File: src/rtl/glitch_pulse_gen_pkg.sv
// Shared definitions for the glitch pulse generator: default widths and FSM states.
package glitch_pulse_gen_pkg;

  localparam int unsigned GPG_WIDTH_W = 16;
  localparam int unsigned GPG_COUNT_W = 8;

  typedef enum logic [1:0] {
    ST_IDLE   = 2'd0,
    ST_HIGH   = 2'd1,
    ST_GAP    = 2'd2,
    ST_FINISH = 2'd3
  } gpg_state_e;

endpackage

File: src/rtl/glitch_pulse_gen_edge_detect.sv
// Rising-edge detector; a level already high when reset releases is not an edge.
module edge_detect (
  input  logic timerclk,
  input  logic reset_n,
  input  logic din,
  output logic rise
);

  logic din_q;
  logic armed;

  always_ff @(posedge timerclk or negedge reset_n) begin
    if (!reset_n) begin
      din_q <= 1'b0;
      armed <= 1'b0;
    end else begin
      din_q <= din;
      if (!din) armed <= 1'b1;
    end
  end

  // armed stays low until din has been observed low at least once
  assign rise = din & ~din_q & armed;

endmodule

File: src/rtl/glitch_pulse_gen.sv
// Trigger-driven glitch train: count pulses of width cycles separated by gap cycles.
module glitch_pulse_gen
  import glitch_pulse_gen_pkg::*;
#(
  parameter int unsigned WIDTH_W = GPG_WIDTH_W,
  parameter int unsigned COUNT_W = GPG_COUNT_W
) (
  input  logic               timerclk,
  input  logic               reset_n,
  input  logic               enable,
  input  logic               trigger,
  input  logic [WIDTH_W-1:0] cfg_width,
  input  logic [WIDTH_W-1:0] cfg_gap,
  input  logic [COUNT_W-1:0] cfg_count,
  output logic               glitch_out,
  output logic               busy,
  output logic               done
);

  localparam logic [WIDTH_W-1:0] T_ONE = WIDTH_W'(1);
  localparam logic [COUNT_W-1:0] P_ONE = COUNT_W'(1);

  gpg_state_e         state, state_next;
  logic [WIDTH_W-1:0] width_q, gap_q, tcnt;
  logic [COUNT_W-1:0] pcnt;
  logic               rise, accept, tcnt_last, pcnt_last;

  edge_detect u_edge (
    .timerclk (timerclk),
    .reset_n  (reset_n),
    .din      (trigger),
    .rise     (rise)
  );

  assign accept    = (state == ST_IDLE) && enable && rise;
  assign tcnt_last = (tcnt == T_ONE);
  assign pcnt_last = (pcnt == P_ONE);

  always_ff @(posedge timerclk or negedge reset_n) begin
    if (!reset_n) begin
      state      <= ST_IDLE;
      glitch_out <= 1'b0;
    end else begin
      state      <= state_next;
      glitch_out <= (state_next == ST_HIGH);
    end
  end

  always_comb begin
    state_next = state;
    unique case (state)
      ST_IDLE: begin
        if (accept)
          state_next = (cfg_width == '0 || cfg_count == '0) ? ST_FINISH : ST_HIGH;
      end
      ST_HIGH: begin
        if (!enable)
          state_next = ST_IDLE;
        else if (tcnt_last)
          state_next = pcnt_last ? ST_FINISH : ((gap_q == '0) ? ST_HIGH : ST_GAP);
      end
      ST_GAP: begin
        if (!enable)
          state_next = ST_IDLE;
        else if (tcnt_last)
          state_next = ST_HIGH;
      end
      ST_FINISH: state_next = ST_IDLE;
      default:   state_next = ST_IDLE;
    endcase
  end

  // One shared down-counter times both the high and the gap phase.
  always_ff @(posedge timerclk or negedge reset_n) begin
    if (!reset_n) begin
      width_q <= '0;
      gap_q   <= '0;
      tcnt    <= '0;
      pcnt    <= '0;
    end else if (accept) begin
      width_q <= cfg_width;
      gap_q   <= cfg_gap;
      tcnt    <= cfg_width;
      pcnt    <= cfg_count;
    end else if (state_next == ST_IDLE || state_next == ST_FINISH) begin
      tcnt <= '0;
      pcnt <= '0;
    end else begin
      unique case (state)
        ST_HIGH: begin
          if (tcnt_last) begin
            pcnt <= pcnt - P_ONE;
            tcnt <= (gap_q == '0) ? width_q : gap_q;
          end else begin
            tcnt <= tcnt - T_ONE;
          end
        end
        ST_GAP:  tcnt <= tcnt_last ? width_q : (tcnt - T_ONE);
        default: ;
      endcase
    end
  end

  always_comb begin
    busy = (state != ST_IDLE);
    done = (state == ST_FINISH);
  end

endmodule

File: config.mk
export PLATFORM = sky130hd
export DESIGN_NAME = glitch_pulse_gen
export DESIGN_NICKNAME = d
export VERILOG_FILES = /design/src/rtl/glitch_pulse_gen_pkg.sv /design/src/rtl/glitch_pulse_gen_edge_detect.sv /design/src/rtl/glitch_pulse_gen.sv
export SDC_FILE = /design/constraint.sdc
export NUM_CORES = 1
export LEC_CHECK = 0
export BUFFER_PORTS_ARGS = -buffer_cell sky130_fd_sc_hd__buf_2
export CAP_MARGIN = 20
export CORE_MARGIN = 8
export CORE_UTILIZATION = 30
export CTS_BUF_LIST = sky130_fd_sc_hd__clkbuf_4 sky130_fd_sc_hd__clkbuf_8
export CTS_CLUSTER_DIAMETER = 80
export DETAILED_ROUTE_END_ITERATION = 8
export PLACE_DENSITY_LB_ADDON = 0.12
export SYNTH_ARGS = -nofsm -noshare
export SYNTH_HDL_FRONTEND = slang
export SYNTH_SLANG_ARGS = --single-unit
File: constraint.sdc
create_clock -name timerclk -period 6.9 [get_ports timerclk]
set_input_delay 1.38 -clock timerclk [delete_from_list [all_inputs] [get_ports timerclk]]
set_output_delay 1.38 -clock timerclk [all_outputs]
set_load 0.01 [all_outputs]
# Word-level counts from Yosys, hierarchy flattened
# Index checks and enable logic that the tools add are counted.
[word_totals]
word_cells = 53
input_bits = 44
regBits = 61
[op_classes]
n_mux = 19
add_sub_neg = 2
bitwise = 3
eq_ne = 7
n_reduce_logical = 14
[op_table]
columns = ["cell", "count"]
rows = [
  ["2-to-1 mux 16 bit", 5],
  ["logical NOT 16 bit", 2],
  ["2-to-1 mux 8 bit", 4],
  ["one-hot mux 16 bit (2 select lines)", 1],
  ["== test 16 x 1 -> 1 bit (second input constant)", 1],
  ["2-to-1 mux 2 bit", 8],
  ["subtractor 16 x 1 -> 16 bit (second input constant)", 1],
  ["== test 8 x 1 -> 1 bit (second input constant)", 1],
  ["logical NOT 8 bit", 1],
  ["one-hot mux 2 bit (4 select lines)", 1],
  ["subtractor 8 x 1 -> 8 bit (second input constant)", 1],
  ["== test 2 bit (second input constant)", 3],
  ["nonzero test 3 bit", 2],
  ["== test 2 x 1 -> 1 bit (second input constant)", 2],
  ["logical NOT 2 bit", 2],
  ["nonzero test 4 bit", 1],
  ["bitwise AND 1 bit", 2],
  ["logical AND 1 bit", 2],
  ["logical OR 1 bit", 2],
  ["AND reduction 2 bit", 1],
  ["nonzero test 2 bit", 1],
  ["NOT 1 bit", 1],
]

# Longest topological paths before layout
# Gate-level depths: netlist of the first run.
[depth]
word_depth = 10
mapped_depth = 15
ltp_nobuf = 13

# Hierarchy
# A second synthesis of the first run with hierarchy kept.
[unflattened]
hier_cells = 393
area_unflattened_um2 = 3484.6
[modules_own_cells]
columns = ["module", "cells_per_inst", "area_each_um2", "instances"]
rows = [
  ["glitch_pulse_gen", 389, 3419.5, 1],
  ["edge_detect", 4, 65.1, 1],
]

# Worst setup path after synthesis of the first run
# Ideal clock, no wire load.
[synth_path]
path_type = "input -> register"
from = "input trigger"
to = "register tcnt[6]"
n_path_buf = 3
required_time_ns = 6.762
arrival_time_ns = 3.628
setup_slack_ns = 3.134
path_stages = 13
cell_sequence = "nand4b_1 -> nor2_1 -> clkbuf_1 -> clkbuf_1 -> o211ai_1 -> o21a_1 -> ha_1 -> inv_1 -> o21ai_1 -> nor2_1 -> clkbuf_1 -> a222oi_1 -> o21ai_0"
[synth_via]
elab_chain_len = 9
elab_cells_between_ends = 11
classes_between = "eq/ne (1); mux (4); bitwise (2); reduce/logical (4)"
[synth_lines]
columns = ["item", "line", "rtl"]
rows = [
  ["start, declared", "glitch_pulse_gen.sv:11", "input logic trigger,"],
  ["bitwise AND 1 bit * (2 in a row)", "glitch_pulse_gen_edge_detect.sv:23", "assign rise = din & ~din_q & armed;"],
  ["logical AND 1 bit *", "glitch_pulse_gen.sv:35", "assign accept = (state == ST_IDLE) && enable && rise;"],
  ["2-to-1 mux 2 bit", "glitch_pulse_gen.sv:53", "if (accept)"],
  ["one-hot mux 2 bit (4 select lines)", "glitch_pulse_gen.sv:51", "unique case (state)"],
  ["== test 2 bit or logical NOT 2 bit (tied branches)", "glitch_pulse_gen.sv:85", "end else if (state_next == ST_IDLE || state_next == ST_FINISH) begin"],
  ["logical OR 1 bit", "glitch_pulse_gen.sv:85", ""],
  ["2-to-1 mux 16 bit", "glitch_pulse_gen.sv:85", ""],
  ["2-to-1 mux 16 bit", "glitch_pulse_gen.sv:80", "end else if (accept) begin"],
  ["end signal, assigned", "glitch_pulse_gen.sv:83", "tcnt <= cfg_width;"],
  ["end signal, assigned", "glitch_pulse_gen.sv:93", "tcnt <= (gap_q == '0) ? width_q : gap_q;"],
  ["end signal, assigned", "glitch_pulse_gen.sv:95", "tcnt <= tcnt - T_ONE;"],
  ["end, declared", "glitch_pulse_gen.sv:24", "logic [WIDTH_W-1:0] width_q, gap_q, tcnt;"],
]
# Mark *: on every way between the ends. The rest lies on a longest branch, timed or not.
# A chain may end at the register's enable or synchronous reset.

# Worst setup path after layout of the first run
[layout_path]
from = "register tcnt[2]"
to = "register tcnt[10]"
[layout_via]
elab_chain_len = 8
elab_cells_between_ends = 16
classes_between = "add/sub (1); eq/ne (2); mux (10); reduce/logical (3)"
[layout_lines]
columns = ["item"]
rows = [
  ["branches (longest 8 deep; another with subtractor 16 x 1 -> 16 bit)"],
]
# Several ways; the timed one is not identified.

==> results of run 1 <==
[cells by family (layout without fill, tap and decap cells)]
| family | count (synthesis) | count (layout) | share of synthesized area (%) |
|---|---|---|---|
| AO/OA/AOI/OAI | 80 | 80 | 16.52 |
| XOR/XNOR | 12 | 12 | 3.024 |
| adder cells (fa/ha/maj) | 10 | 10 | 3.600 |
| buffers and inverters | 33 | 78 | 4.068 |
| flip-flops | 61 | 61 | 43.92 |
| multiplexers | 7 | 7 | 2.052 |
| AND/OR/NAND/NOR | 196 | 196 | 26.82 |
[flip-flops by register name (all words and copies together) (netlist names)]
name / count
gap_q: 16
glitch_out: 1
pcnt: 8
state: 2
tcnt: 16
u_edge.armed: 1
u_edge.din_q: 1
width_q: 16
[critical path: stages, from the launching register on]
cell                        delay, ns
sky130_fd_sc_hd__dfrtp_1         0.45
sky130_fd_sc_hd__or4_1           0.71
sky130_fd_sc_hd__or3_4           0.45
sky130_fd_sc_hd__nor2_4          0.21
sky130_fd_sc_hd__mux2_2          0.37
sky130_fd_sc_hd__o21a_1          0.17
sky130_fd_sc_hd__ha_1            0.33
sky130_fd_sc_hd__inv_1           0.11
sky130_fd_sc_hd__o21ai_1         0.21
sky130_fd_sc_hd__nor2_1          0.72
sky130_fd_sc_hd__a2111oi_0       0.17
sky130_fd_sc_hd__a211oi_1        0.24
[layer usage]
layer,vias up,share of wire (%)
li1,1514,-
met1,1466,48
met2,81,46
met3,8,4.7
met4,0,1.0
met5,-,0
[per-stage QoR]
stage / cells / instance area [µm²] / setup WS [ns] / util, %
floorplan: 399 / 3476 / 3.134 / -
global placement: 571 / 3826 / 2.528 / 33.65
detailed placement: 571 / 3826 / 2.464 / 33.65
CTS: 587 / 4008 / 2.686 / 35.25
global route: 587 / 4008 / 2.376 / 35.25
finish: 587 / 4008 / 2.664 / 35.25
[power by group through the flow]
stage               sequential, mW  combinational [mW]  clock (mW)
floorplan                    0.598               0.758           0
global placement             0.647               0.960           0
detailed placement           0.648               0.948           0
CTS                          0.642               0.955       0.311
global route                 0.664                1.08       0.325
finish                       0.644               0.960       0.295
[Yosys cell counts (3+ instances only)]
| master | number | area share, % |
|---|---|---|
| sky130_fd_sc_hd__a221o_1 | 3 | 0.86 |
| sky130_fd_sc_hd__nand2_1 | 118 | 13 |
| sky130_fd_sc_hd__nand3_1 | 6 | 0.86 |
| sky130_fd_sc_hd__buf_1 | 3 | 0.32 |
| sky130_fd_sc_hd__clkbuf_1 | 14 | 1.5 |
| sky130_fd_sc_hd__dfrtp_1 | 61 | 44 |
| sky130_fd_sc_hd__o211ai_1 | 7 | 1.5 |
| sky130_fd_sc_hd__nor2_1 | 14 | 1.5 |
| sky130_fd_sc_hd__or3_1 | 4 | 0.72 |
| sky130_fd_sc_hd__mux2i_1 | 6 | 1.7 |
| sky130_fd_sc_hd__xor2_1 | 7 | 1.8 |
| sky130_fd_sc_hd__xnor2_1 | 5 | 1.3 |
| sky130_fd_sc_hd__nor3_1 | 12 | 1.7 |
| sky130_fd_sc_hd__a21oi_1 | 7 | 1.0 |
| sky130_fd_sc_hd__a222oi_1 | 3 | 0.86 |
| sky130_fd_sc_hd__o21ai_0 | 15 | 2.2 |
| sky130_fd_sc_hd__nand4_1 | 4 | 0.72 |
| sky130_fd_sc_hd__a22o_1 | 5 | 1.3 |
| sky130_fd_sc_hd__nor3b_1 | 3 | 0.65 |
| sky130_fd_sc_hd__nor4_1 | 17 | 3.1 |
| sky130_fd_sc_hd__a22oi_1 | 8 | 1.7 |
| sky130_fd_sc_hd__a31oi_1 | 6 | 1.1 |
| sky130_fd_sc_hd__ha_1 | 10 | 3.6 |
| sky130_fd_sc_hd__o22ai_1 | 3 | 0.54 |
| sky130_fd_sc_hd__inv_1 | 12 | 1.3 |
[final cells by class]
type,count,area (µm²)
sequential,61,1526
multi-input combinational,305,1815
tap,143,178.9
fill,1203,7362
clock inverter,4,22.52
clock buffer,12,158.9
timing repair buffer,50,260.3
inverter,12,45.04
[layout by cell type, fill, tap and decap left out, types with 3 or more instances in the layout]
| cell type | instances |
|---|---|
| sky130_fd_sc_hd__nor3_1 | 12 |
| sky130_fd_sc_hd__nor2_1 | 13 |
| sky130_fd_sc_hd__nand2_1 | 118 |
| sky130_fd_sc_hd__a222oi_1 | 3 |
| sky130_fd_sc_hd__o211ai_1 | 7 |
| sky130_fd_sc_hd__a31oi_1 | 6 |
| sky130_fd_sc_hd__a21oi_1 | 7 |
| sky130_fd_sc_hd__ha_1 | 10 |
| sky130_fd_sc_hd__or3_1 | 4 |
| sky130_fd_sc_hd__a22oi_1 | 8 |
| sky130_fd_sc_hd__buf_2 | 46 |
| sky130_fd_sc_hd__a22o_1 | 5 |
| sky130_fd_sc_hd__clkinv_2 | 3 |
| sky130_fd_sc_hd__dfrtp_1 | 61 |
| sky130_fd_sc_hd__xor2_1 | 7 |
| sky130_fd_sc_hd__nor4_1 | 17 |
| sky130_fd_sc_hd__nor3b_1 | 3 |
| sky130_fd_sc_hd__a221o_1 | 3 |
| sky130_fd_sc_hd__o22ai_1 | 3 |
| sky130_fd_sc_hd__inv_1 | 12 |
| sky130_fd_sc_hd__nand3_1 | 6 |
| sky130_fd_sc_hd__nand4_1 | 4 |
| sky130_fd_sc_hd__clkbuf_8 | 11 |
| sky130_fd_sc_hd__xnor2_1 | 5 |
| sky130_fd_sc_hd__o21ai_0 | 15 |
| sky130_fd_sc_hd__buf_4 | 4 |
| sky130_fd_sc_hd__mux2i_1 | 6 |
[final timing paths]
| kind | startpoint | to | cells past startpoint |
|---|---|---|---|
| max in group asynchronous | reset_n | gap_q[4]$_DFFE_PN0P_ | 2 |
| hold / removal | width_q[12]$_DFFE_PN0P_ | width_q[12]$_DFFE_PN0P_ | 2 |
| min in group asynchronous | reset_n | u_edge.armed$_DFFE_PN0N_ | 2 |
| setup / recovery | tcnt[2]$_DFFE_PN0P_ | tcnt[10]$_DFFE_PN0P_ | 11 |
| hold reg to reg | width_q[12]$_DFFE_PN0P_ | width_q[12]$_DFFE_PN0P_ | 2 |
| setup reg to reg | tcnt[2]$_DFFE_PN0P_ | tcnt[10]$_DFFE_PN0P_ | 11 |
==> results.sh, run 1 <==
export IMPL_synth_yosys_seq_area_share_pct=43.92
export IMPL_required_ns=7.15
export IMPL_clkLatencyLatePin_ns=0.34
export IMPL_drive_gt1_share_pct=17.57
export IMPL_hold_violations=0
export IMPL_globalRouteTotalUtil_pct=15.16
export IMPL_placed_wire_length_estimate_um=7831
export IMPL_floorplan_die_width_um=123.6
export IMPL_floorplan_initialDensity_pct=30.57
export IMPL_worst_setup_path_end_kind="flip-flop"
export IMPL_die_y_um=123.6
export IMPL_cts_buffers=9
export IMPL_total_nets_after_synthesis=453
export IMPL_comb_power_share_pct=50.5
export IMPL_antenna_violations_before_repair=0
export IMPL_fmax_mhz=236.1
export IMPL_routed_wirelength_um=10920
export IMPL_timing_final_crit_share_pct=61.39
export IMPL_postcts_setup_bufs=0
export IMPL_design_final_nets=493
export IMPL_final_antenna_net_count=0
export IMPL_path_class="reg -> reg"
export IMPL_cap_violations=0
export IMPL_placement_io_buffers=46
export IMPL_grtUsageMet2_pct=22.99
export IMPL_syn_area_per_cell_um2=8.711
export IMPL_drt_pre_antenna_iters=4
export IMPL_row_count=39
export IMPL_netlist_cell_type_count=58
export IMPL_syn_instance_count=399
export IMPL_finalSetupTns_ns=0
export IMPL_holdWs_ns=0.4803
export IMPL_gp_congestion=0.8418
export IMPL_antenna_cells=0
export IMPL_worst_slew_pin_slew_ns=0.9531
export IMPL_core_area_mm2=0.01137
export IMPL_slew_margin_rel_pct=36.46
export IMPL_cts_hold_fix_buffers=0
export IMPL_ff2ff_setup_slack_ns=2.66
export IMPL_crit_arrival_ns=4.49
export IMPL_grt_busiest_layer="met2"
export IMPL_power_switching_mw=0.8706
export IMPL_ctsResizeCount=0
export IMPL_cts_root_buf="sky130_fd_sc_hd__clkbuf_8"
export IMPL_setup_worst_path_start_class="flip-flop"
export IMPL_p_leak_nw=1.855
export IMPL_via_count=3069
export IMPL_vdd_ir_drop_max_uv=135.1
export IMPL_drcViolationCount=0
export IMPL_worst_setup_hold_path_clk_slew_ns=0.07
export IMPL_grt_start_max_net_pins=62
export IMPL_ports_placed_on_the_boundary=47
export IMPL_power_share_sequential_pct=33.9
export IMPL_post_drt_via_cell_ratio=5.228
export IMPL_tritoncts_num_sinks=61
export IMPL_final_max_slew_violation_count=0
export IMPL_clock_tree_from_tritoncts="built"
export IMPL_synth_edf_count=0
export IMPL_synthFlopType="sky130_fd_sc_hd__dfrtp_1"
export IMPL_fraction_of_registers_with_async_set_reset_pct=100.0
export IMPL_p_total_mw=1.899
export IMPL_clock_skew_ns=0.008162
export IMPL_crit_fanout=11
export IMPL_p_int_mw=1.029
export IMPL_flow_area_growth_from_synthesis_pct=15.30
export IMPL_clock_period_minus_worst_slack_ns=4.236
export IMPL_power_switching_share_pct=45.83
export IMPL_grt_pass1_vias=3182
export IMPL_synth_cell_area_mm2=0.003476
export IMPL_drt_iter0_markers=183
export IMPL_drt_wirelength_per_cell_um=18.60
export IMPL_clock_group_share_of_total_power_pct=15.5
export IMPL_gr_usage_met1_pct=21.56
export IMPL_yosysWarningCount=0
export IMPL_clockBufferDepth=2
export IMPL_h_tree_depth=3
export IMPL_grtUsageMet3_pct=2.176
export IMPL_remaining_overflow_grt=0
export IMPL_grt_pass1_wl_um=17730
export IMPL_timing_final_setup_violations=0
export IMPL_rsz0062_at_grt="no"
export IMPL_ys_ff_latch=61
export IMPL_hold_path_class="reg -> reg"
export IMPL_die_area_mm2=0.01529
export IMPL_p_per_area_mw_per_mm2=474.0
export IMPL_outcome="complete, no violations"
(Power assumes the default switching activity.)
==> inputs of run 2 (changes only) <==
ABC_AREA = 1   (was default)
clock period = 3.48 ns   (was 6.9 ns; I/O delays follow)
==> run 2 against run 1 <==
Effect of this change: via count up 13%; worst setup slack worse by 2.2 ns; final area up 9.2%; largest cell class unchanged; cell count up 29%; global-route usage down 1.1 points; sequential cell count unchanged; synthesized cell count up 34%; total power up 89%; first-iteration DRC count down 4.9%.
==> results.sh, run 2 <==
export IMPL_outcome="complete, no violations"
export IMPL_cts_hold_fix_buffers=0
export IMPL_synth_top_cell_area_share_pct=40.12
export IMPL_p_leak_nw=2.289
export IMPL_dominant_combinational_cell_family_by_area_after_synthesis="simple AND/OR/NAND/NOR gates"
export IMPL_yosys_area_share_simple_pct=37.85
export IMPL_cap_violations=0
export IMPL_yosysWarningCount=0
export IMPL_grt_pass1_wl_um=18190
export IMPL_synth_yosys_seq_area_share_pct=40.12
export IMPL_remaining_overflow_grt=0
export IMPL_final_max_slew_violation_count=0
export IMPL_adder_and_majority_cell_fraction_of_the_synthesized_area_pct=3.288
export IMPL_share_of_the_synthesized_area_in_compound_gates_ao_oa_aoi_oai_pct=8.451
export IMPL_via_count=3481
export IMPL_cts_root_buf="sky130_fd_sc_hd__clkbuf_8"
export IMPL_fraction_of_registers_with_async_set_reset_pct=100.0
export IMPL_die_y_um=128.6
export IMPL_placement_io_buffers=46
export IMPL_vdd_ir_drop_max_uv=332.4
export IMPL_clockBufferDepth=2
export IMPL_h_tree_depth=3
export IMPL_synth_edf_count=0
export IMPL_globalRouteTotalUtil_pct=14.07
export IMPL_most_common_layout_cells="174 x sky130_fd_sc_hd__nand2_1, 61 x sky130_fd_sc_hd__nor2_1, 61 x sky130_fd_sc_hd__dfrtp_1"
export IMPL_drt_pre_antenna_iters=4
export IMPL_finalInstanceArea_mm2=0.004378
export IMPL_synth_cell_area_mm2=0.003805
export IMPL_die_area_mm2=0.01654
export IMPL_total_nets_after_synthesis=589
export IMPL_worst_setup_path_end_kind="flip-flop"
export IMPL_syn_area_per_cell_um2=7.112
export IMPL_post_synth_xor_area_fraction_pct=1.611
export IMPL_path_class="reg -> reg"
export IMPL_post_place_cell_area_mm2=0.004207
export IMPL_worst_setup_hold_path_clk_slew_ns=0.07
export IMPL_ports_placed_on_the_boundary=47
export IMPL_clock_period_minus_worst_slack_ns=2.989
export IMPL_core_area_mm2=0.01252
export IMPL_final_antenna_net_count=0
export IMPL_design_final_nets=637
export IMPL_gp_congestion=0.8339
export IMPL_routed_wirelength_um=10700
export IMPL_timing_final_setup_violations=0
export IMPL_hold_violations=0
export IMPL_r2r_start="tcnt[0]$_DFFE_PN0P_"
export IMPL_most_common_cell_after_layout_fill_and_taps_aside="sky130_fd_sc_hd__nand2_1"
export IMPL_rsz0062_at_grt="no"
export IMPL_row_count=41
export IMPL_p_per_area_mw_per_mm2=822.0
export IMPL_netlist_cell_type_count=43
export IMPL_clkLatencyLatePin_ns=0.36
export IMPL_setup_worst_path_start_class="flip-flop"
export IMPL_floorplan_initialDensity_pct=30.40
export IMPL_drcViolationCount=0
export IMPL_placed_wire_length_estimate_um=7845
export IMPL_clock_tree_from_tritoncts="built"
export IMPL_yosys_mux_area_fraction_pct=0
export IMPL_cts_buffers=9
export IMPL_ys_ff_latch=61
export IMPL_post_drt_via_cell_ratio=4.580
export IMPL_ff2ff_setup_slack_ns=0.49
export IMPL_synthFlopType="sky130_fd_sc_hd__dfrtp_1"
export IMPL_p_total_mw=3.599
export IMPL_crit_arrival_ns=3.27
export IMPL_netlist_top_cells_count="174 x sky130_fd_sc_hd__nand2_1, 61 x sky130_fd_sc_hd__dfrtp_1, 61 x sky130_fd_sc_hd__nor2_1"
export IMPL_syn_instance_count=535
export IMPL_tritoncts_num_sinks=61
export IMPL_ctsResizeCount=0
export IMPL_worst_slew_pin_slew_ns=0.8222
export IMPL_antenna_cells=0
export IMPL_fmax_mhz=334.5
export IMPL_startpoint="tcnt[0]$_DFFE_PN0P_"
export IMPL_synth_area_leaders="sky130_fd_sc_hd__dfrtp_1 40%, sky130_fd_sc_hd__nand2_1 17%, sky130_fd_sc_hd__nand3_1 7.6%"
export IMPL_drt_iter0_markers=174
export IMPL_hold_path_class="reg -> reg"
export IMPL_post_synth_top_count_cell="sky130_fd_sc_hd__nand2_1"
export IMPL_finalSetupTns_ns=0
export IMPL_hp_start="u_edge.armed$_DFFE_PN0N_"
export IMPL_grt_start_max_net_pins=62
export IMPL_flow_area_growth_from_synthesis_pct=15.06
export IMPL_floorplan_die_width_um=128.6
export IMPL_reg_largest_list="gap_q (16), tcnt (16), width_q (16)"
export IMPL_synth_top_area_cell="sky130_fd_sc_hd__dfrtp_1"
export IMPL_slew_margin_rel_pct=45.19
export IMPL_drt_wirelength_per_cell_um=14.07
export IMPL_required_ns=3.76
export IMPL_crit_fanout=32
export IMPL_timing_final_crit_share_pct=85.90
export IMPL_postcts_setup_bufs=0
export IMPL_grt_pass1_vias=3566
export IMPL_drive_gt1_share_pct=15.99
export IMPL_clock_skew_ns=0.01163
export IMPL_antenna_violations_before_repair=0
-- run 2: changes by cell type in the layout (fill, tap and decap cells not counted), sizes merged, moves of 6 or more --
cell / previous run / this run
a21oi: 7 / 23
a22oi: 8 / 1
buf: 50 / 57
inv: 12 / 52
mux2i: 6 / 0
nand2: 118 / 179
nand3: 6 / 60
nor2: 15 / 67
nor3: 13 / 6
nor4: 18 / 4
o211ai: 7 / 1
o21ai: 17 / 29
-- run 2: through the flow --
stage	setup WS [ns]	std cells	utilization [%]	hold WS, ns
floorplan	0.7848	535	-	0.4004
global placement	0.4998	744	33.61	0.4355
detailed placement	0.4951	744	33.61	0.4444
CTS	0.4742	760	34.98	0.4597
global route	0.1273	760	34.98	0.4762
finish	0.4908	760	34.98	0.4525
-- run 2: worst paths after layout --
path / endpoint / depth (start not counted)
worst max-delay path: tcnt[15]$_DFFE_PN0P_ / 17
worst min-delay path: u_edge.armed$_DFFE_PN0N_ / 2
worst max register to register: tcnt[15]$_DFFE_PN0P_ / 17
worst min register to register: u_edge.armed$_DFFE_PN0N_ / 2
max in group asynchronous: tcnt[15]$_DFFE_PN0P_ / 2
min in group asynchronous: pcnt[3]$_DFFE_PN0P_ / 2
-- run 2: cells by family after synthesis --
kind of cell	Yosys count
fa+ha+maj	10
simple gates	325
flops	61
compound gates	59
buf+inv	73
xor+xnor	7
-- run 2: power breakdown --
group          switching [mW]  internal [mW]
registers               0.251           1.01
clock network           0.288          0.297
logic                    1.10          0.647
total                    1.64           1.96
-- run 2: worst max-delay path: stages (launching register included) --
cell                      delay (ns)
sky130_fd_sc_hd__dfrtp_1        0.45
sky130_fd_sc_hd__ha_1           0.23
sky130_fd_sc_hd__nand3_1        0.13
sky130_fd_sc_hd__nor2_4         0.14
sky130_fd_sc_hd__nand3_4        0.17
sky130_fd_sc_hd__inv_6          0.11
sky130_fd_sc_hd__nand2_4        0.06
sky130_fd_sc_hd__o21ai_0        0.10
sky130_fd_sc_hd__nand3_1        0.11
sky130_fd_sc_hd__nand2_1        0.11
sky130_fd_sc_hd__inv_1          0.05
sky130_fd_sc_hd__ha_1           0.26
sky130_fd_sc_hd__inv_1          0.05
sky130_fd_sc_hd__nand2_1        0.07
sky130_fd_sc_hd__or2_2          0.54
sky130_fd_sc_hd__o21ai_0        0.17
sky130_fd_sc_hd__inv_1          0.05
sky130_fd_sc_hd__a21oi_1        0.11
-- run 2: per-layer routing --
layer  vias to the layer above  global-route usage [%]  wire length [µm]
li1                       1799                       -                 -
met1                      1615                   19.37              5383
met2                        56                   21.17              4706
met3                        11                   2.648               435
met4                         0                   5.805               170
met5                         -                       0                 0
-- run 2: final cells by class --
cell class                 instances  area [µm²]
tap                              172       215.2
fill                            1423        8139
inverter                          53       203.9
clock inverter                     2       10.01
sequential                        61        1526
multi-input combinational        401        1948
clock buffer                      14       161.4
timing repair buffer              57       312.8
